`src/rtl/iter_calc_if.sv`:
```
// Control/strobe bundle between iter_calc_ctrl (master) and its datapath or bench (slave).
// ABORT_EN adds the abort request and the aborted pulse.
interface iter_calc_if #(
  parameter int unsigned CNT_W = 4
);
  logic             start;
  logic [CNT_W-1:0] n_iter;
`ifdef ABORT_EN
  logic             abort;
  logic             aborted;
`endif
  logic             busy;
  logic             done;
  logic             ld_in;
  logic             ld_acc;
  logic             ld_term;
  logic             clr_term;
  logic             ld_res;
  logic             clr_all;
  logic [1:0]       sel;
  logic [CNT_W-1:0] iter;

`ifdef ABORT_EN
  modport master (
    input  start, n_iter, abort,
    output busy, done, aborted, ld_in, ld_acc, ld_term, clr_term, ld_res, clr_all, sel, iter
  );
  modport slave (
    output start, n_iter, abort,
    input  busy, done, aborted, ld_in, ld_acc, ld_term, clr_term, ld_res, clr_all, sel, iter
  );
`else
  modport master (
    input  start, n_iter,
    output busy, done, ld_in, ld_acc, ld_term, clr_term, ld_res, clr_all, sel, iter
  );
  modport slave (
    output start, n_iter,
    input  busy, done, ld_in, ld_acc, ld_term, clr_term, ld_res, clr_all, sel, iter
  );
`endif
endinterface

```
`src/rtl/iter_calc_ctrl.sv`:
```
// Iterative-calculation controller: start press/release, then load/term/accumulate loop with
// optional multiplier wait states, then result load. ABORT_EN enables run cancellation.
module iter_calc_ctrl #(
  parameter int unsigned CNT_W   = 4,
  parameter int unsigned MUL_LAT = 0
) (
  input  logic       clk,
  input  logic       reset,
  iter_calc_if.master bus
);

  typedef enum logic [2:0] {
    StIdle, StArm, StInit, StCalc1, StWait, StCalc2, StFin
  } state_e;

  localparam logic [3:0] WaitInit = (MUL_LAT > 0) ? 4'(MUL_LAT - 1) : 4'd0;

  state_e           state_q, state_d;
  logic [CNT_W-1:0] iter_q, iter_d;
  logic [CNT_W-1:0] limit_q, limit_d;
  logic [3:0]       wcnt_q, wcnt_d;
  logic             done_q, done_d;
  logic             busy_s, ld_in_s, ld_acc_s, ld_term_s, clr_term_s, ld_res_s;
  logic [1:0]       sel_s;
`ifdef ABORT_EN
  logic             aborted_q, aborted_d;
`endif

  always_comb begin
    state_d    = state_q;
    iter_d     = iter_q;
    limit_d    = limit_q;
    wcnt_d     = wcnt_q;
    done_d     = done_q;
    busy_s     = 1'b0;
    ld_in_s    = 1'b0;
    ld_acc_s   = 1'b0;
    ld_term_s  = 1'b0;
    clr_term_s = 1'b0;
    ld_res_s   = 1'b0;
    sel_s      = 2'b00;
    case (state_q)
      StIdle: if (bus.start) state_d = StArm;
      StArm:  if (!bus.start) state_d = StInit;
      StInit: begin
        busy_s     = 1'b1;
        ld_in_s    = 1'b1;
        ld_acc_s   = 1'b1;
        clr_term_s = 1'b1;
        limit_d    = bus.n_iter;
        iter_d     = '0;
        done_d     = 1'b0;
        state_d    = StCalc1;
      end
      StCalc1: begin
        busy_s = 1'b1;
        if (iter_q == limit_q) begin
          state_d = StFin;
        end else begin
          ld_term_s = 1'b1;
          sel_s     = 2'b01;
          if (MUL_LAT > 0) begin
            wcnt_d  = WaitInit;
            state_d = StWait;
          end else begin
            state_d = StCalc2;
          end
        end
      end
      StWait: begin
        busy_s = 1'b1;
        sel_s  = 2'b01;
        if (wcnt_q == 4'd0) state_d = StCalc2;
        else                wcnt_d  = wcnt_q - 4'd1;
      end
      StCalc2: begin
        busy_s   = 1'b1;
        ld_acc_s = 1'b1;
        sel_s    = 2'b10;
        iter_d   = iter_q + 1'b1;
        state_d  = StCalc1;
      end
      StFin: begin
        busy_s   = 1'b1;
        ld_res_s = 1'b1;
        sel_s    = 2'b11;
        done_d   = 1'b1;
        state_d  = StIdle;
      end
      default: state_d = StIdle;
    endcase

`ifdef ABORT_EN
    // Abort freezes every register except state, so a cancelled run leaves no result or done.
    aborted_d = bus.abort && busy_s;
    if (aborted_d) begin
      state_d  = StIdle;
      iter_d   = iter_q;
      limit_d  = limit_q;
      wcnt_d   = wcnt_q;
      done_d   = done_q;
      ld_res_s = 1'b0;
    end
`endif
  end

  always_ff @(posedge clk) begin
    if (reset) begin
      state_q   <= StIdle;
      iter_q    <= '0;
      limit_q   <= '0;
      wcnt_q    <= 4'd0;
      done_q    <= 1'b0;
`ifdef ABORT_EN
      aborted_q <= 1'b0;
`endif
    end else begin
      state_q   <= state_d;
      iter_q    <= iter_d;
      limit_q   <= limit_d;
      wcnt_q    <= wcnt_d;
      done_q    <= done_d;
`ifdef ABORT_EN
      aborted_q <= aborted_d;
`endif
    end
  end

  assign bus.busy     = busy_s;
  assign bus.sel      = sel_s;
  assign bus.iter     = iter_q;
  assign bus.done     = done_q;
  assign bus.ld_in    = ld_in_s    & ~reset;
  assign bus.ld_acc   = ld_acc_s   & ~reset;
  assign bus.ld_term  = ld_term_s  & ~reset;
  assign bus.clr_term = clr_term_s & ~reset;
  assign bus.ld_res   = ld_res_s   & ~reset;
  assign bus.clr_all  = reset;
`ifdef ABORT_EN
  assign bus.aborted  = aborted_q;
`endif

endmodule

```
`src/flat_wrapper.sv`:
```
// flat-port wrapper written by rule: the top's interface ports become plain ports
module iter_calc_ctrl_flat 
#(
  parameter int unsigned CNT_W   = 4,
  parameter int unsigned MUL_LAT = 0
)
  (clk, reset, bus_start, bus_n_iter, bus_busy, bus_done, bus_ld_in, bus_ld_acc, bus_ld_term, bus_clr_term, bus_ld_res, bus_clr_all, bus_sel, bus_iter);
  iter_calc_if #(.CNT_W(CNT_W)) bus_i ();
  input  logic clk;
  input  logic reset;
  input wire logic [$bits(bus_i.start)-1:0] bus_start;
  input wire logic [$bits(bus_i.n_iter)-1:0] bus_n_iter;
  output wire logic [$bits(bus_i.busy)-1:0] bus_busy;
  output wire logic [$bits(bus_i.done)-1:0] bus_done;
  output wire logic [$bits(bus_i.ld_in)-1:0] bus_ld_in;
  output wire logic [$bits(bus_i.ld_acc)-1:0] bus_ld_acc;
  output wire logic [$bits(bus_i.ld_term)-1:0] bus_ld_term;
  output wire logic [$bits(bus_i.clr_term)-1:0] bus_clr_term;
  output wire logic [$bits(bus_i.ld_res)-1:0] bus_ld_res;
  output wire logic [$bits(bus_i.clr_all)-1:0] bus_clr_all;
  output wire logic [$bits(bus_i.sel)-1:0] bus_sel;
  output wire logic [$bits(bus_i.iter)-1:0] bus_iter;
  assign bus_i.start = bus_start;
  assign bus_i.n_iter = bus_n_iter;
  assign bus_busy = bus_i.busy;
  assign bus_done = bus_i.done;
  assign bus_ld_in = bus_i.ld_in;
  assign bus_ld_acc = bus_i.ld_acc;
  assign bus_ld_term = bus_i.ld_term;
  assign bus_clr_term = bus_i.clr_term;
  assign bus_ld_res = bus_i.ld_res;
  assign bus_clr_all = bus_i.clr_all;
  assign bus_sel = bus_i.sel;
  assign bus_iter = bus_i.iter;
  iter_calc_ctrl #(.CNT_W(CNT_W), .MUL_LAT(MUL_LAT)) u_core (.clk(clk), .reset(reset), .bus(bus_i));
endmodule
```
`config.mk`:
```
export PLATFORM = sky130hd
export DESIGN_NAME = iter_calc_ctrl_flat
export DESIGN_NICKNAME = d
export VERILOG_FILES = /design/src/rtl/iter_calc_if.sv /design/src/rtl/iter_calc_ctrl.sv /design/src/flat_wrapper.sv
export SDC_FILE = /design/constraint.sdc
export NUM_CORES = 1
export LEC_CHECK = 0
export ABC_AREA = 1
export BUFFER_PORTS_ARGS = -buffer_cell sky130_fd_sc_hd__buf_4
export CORE_MARGIN = 2
export CORE_UTILIZATION = 40
export CTS_BUF_LIST = sky130_fd_sc_hd__clkbuf_8
export DETAILED_ROUTE_END_ITERATION = 8
export SETUP_SLACK_MARGIN = 0.2
export SYNTH_ARGS = -nofsm -noshare
export SYNTH_HDL_FRONTEND = slang
export SYNTH_SLANG_ARGS = --single-unit
export TNS_END_PERCENT = 10
```
`constraint.sdc`:
```
create_clock -name clk -period 2 [get_ports clk]
set_clock_uncertainty 0.15 [all_clocks]
set_input_delay 0.2 -clock clk [delete_from_list [all_inputs] [get_ports clk]]
set_output_delay 0.2 -clock clk [all_outputs]
set_load 0.005 [all_outputs]
```
==> qor.yml <==
hold-worst-slack_ps: 6.465
first_iter_violations: 12
drt-total-wl_mm: 1.753
grt_pass1_wl_mm: 3.084
drive_above_1_share_pct: 30.61
yosys_most_used_dff: "dfxtp_1"
cts.sinks: 16
grt_pass1_vias: 752
maxCapViolCount: 0
dieWidth_um: 50.32
ios: 21
fin_crit_sh_pct: 85.82
start_util_pct: 42.87
critical_path.startpoint_type: "flip-flop"
clkPwrFrac_pct: 33.5
synth-edff-count: 0
drc_errors: 0
crit_path_end_kind: "primary output"
period_minus_slack_ps: 1716
dr.pass1.iters: 3
die_area_mm2: 0.002532
nets: 158
cts_tree: "yes"
cts_setup_buffers: 0
slew_headroom_pct: 83.51
power_w: 0.0006885
hpwl_mm: 1.391
yosysWarnings: 0
syn_area_um2: 858.3
num_vias: 812
p_int_w: 0.0005131
pwr-share-seq_pct: 50.3
yosysSeqAreaShare_pct: 37.32
grt_overflow_total: 0
track_usage_pct: 15.59
ys_ff_latch: 16
max_freq_ghz: 0.5826
worst_pin_slew_ps: 247.1
worstSkewPairLatency_ps: 240
leakage_nw: 0.5164
place_area_mm2: 0.001023
core_mm2: 0.002002
grt_max_degree: 13
cts_buffers: 3
cp.required_ps: 1650
switching_share_pct: 25.48
cts_root_buffer: "clkbuf_8"
slew_viol_final: 0
fp.dieH_um: 50.32
clockBufferDepth: 2
ctsResizeCount: 1
place_congestion: 0.7692
synthArstFlopShare_pct: 0
clkTransAtPathRegs_ps: 60
ir_worst_vdd_mv: 0.3941
n_fill_cell: 202
io_buffers: 20
hold_buffers: 0
tns_ps: 0
syn_area_per_cell_um2: 6.758
netlist_instances: 127
combPwrFrac_pct: 16.2
viasPerCell: 4.667
synth_nets: 136
yosysUniqueCellTypes: 24
finalHoldViolCount: 0
h-tree-depth: 1
wire_per_inst_um: 10.07
hold_class: "in2reg"
setup_viol: 0
p_per_area_mw_per_mm2: 639.9
final_area_mm2: 0.001076
status: "finished clean"
rsz0062_at_grt: "true"
final_cell_mix: "nand2_1, buf_4, inv_1, dfxtp_1"
drtAntennaViolNets: 0
syn_to_final_growth_pct: 25.36
final_util_pct: 53.75
switching_power_w: 0.0001754
path_class: "reg2out"
antenna_found_initial: 0
rows: 16
cp_max_fo: 6
cp.arrival_ps: 1370
mostFrequentLayoutCell: "nand2_1"
diodes: 0
logic make-up (layout without fill, tap and decap cells):
logic type | count (synthesis) | count (layout) | synth area share (%)
simple gates | 62 | 62 | 33.67
buf+inv | 25 | 45 | 11.95
compound gates | 22 | 22 | 14.14
flops | 16 | 16 | 37.32
fa+ha+maj | 2 | 2 | 2.915
final cells by class:
class	instances	area, um^2	share of cell area, %
Tap cell	27	33.78	3.140
Sequential cell	16	326.6	30.35
Multi-Input combinational cell	86	440.4	40.93
Clock buffer	3	41.29	3.837
Timing Repair Buffer	20	150.1	13.95
Inverter	22	83.83	7.791
synth_stat cells, types with 2 or more instances:
| master | instances | share of area, % |
|---|---|---|
| nand2_1 | 32 | 14 |
| inv_1 | 19 | 8.3 |
| dfxtp_1 | 16 | 37 |
| nor2_1 | 11 | 4.8 |
| o21ai_0 | 9 | 5.2 |
| a21oi_1 | 7 | 4.1 |
| nand3_1 | 7 | 4.1 |
| nand2_2 | 5 | 3.6 |
| buf_4 | 2 | 1.7 |
| ha_1 | 2 | 2.9 |
| inv_2 | 2 | 0.87 |
| nor3_2 | 2 | 2.3 |
| o21ai_1 | 2 | 1.2 |
flip-flops by register name, indices dropped and copies added, names as in the netlist:
| name | cells |
|---|---|
| u_core.wcnt_q | 4 |
| u_core.limit_q | 4 |
| u_core.bus.iter | 4 |
| u_core.bus.done | 1 |
| u_core.state_q | 3 |
worst paths after layout:
check,startpoint,end,slack (ps),cells past startpoint
max,u_core.state_q[2]$_SDFFE_PP0P_,bus_busy,280,6
min,bus_n_iter[2],u_core.limit_q[2]$_SDFFE_PP0P_,6,3
max reg2reg,u_core.wcnt_q[0]$_SDFFE_PP0P_,u_core.state_q[0]$_SDFFE_PP0P_,570,8
min reg2reg,u_core.limit_q[3]$_SDFFE_PP0P_,u_core.limit_q[3]$_SDFFE_PP0P_,340,2
per-layer routing:
| metal | global-route usage (%) | vias up | share of wire (%) | routed length, um |
|---|---|---|---|---|
| met4 | 5.405 | 0 | 0 | 0 |
| li1 | - | 439 | - | - |
| met1 | 19.59 | 359 | 48 | 848 |
| met3 | 2.679 | 0 | 3.3 | 57 |
| met5 | 0 | - | 0 | 0 |
| met2 | 26.75 | 14 | 48 | 846 |
critical path, stage by stage (launching register included):
cell     delay (ps)
dfxtp_1         370
inv_2           120
nor3_2           60
or2_2           290
inv_1            70
nand3_1          80
buf_4           140
power groups by stage:
stage	Clock, W	Combinational [W]	Sequential, W
after floorplan	0	0.0000750	0.000349
after global placement	0	0.000110	0.000351
after detailed placement	0	0.000111	0.000351
after CTS	0.000238	0.000112	0.000345
after global routing	0.000249	0.000127	0.000349
final	0.000231	0.000111	0.000346
through the flow:
stage | std cells | worst slack (ps)
2_1_floorplan | 127 | 654.6
3_3_place_gp | 171 | 499.4
3_5_place_dp | 171 | 462.8
4_1_cts | 174 | 225.9
5_1_grt | 174 | 177.2
6_report | 174 | 283.5
Power figures use the tool's default switching activity.
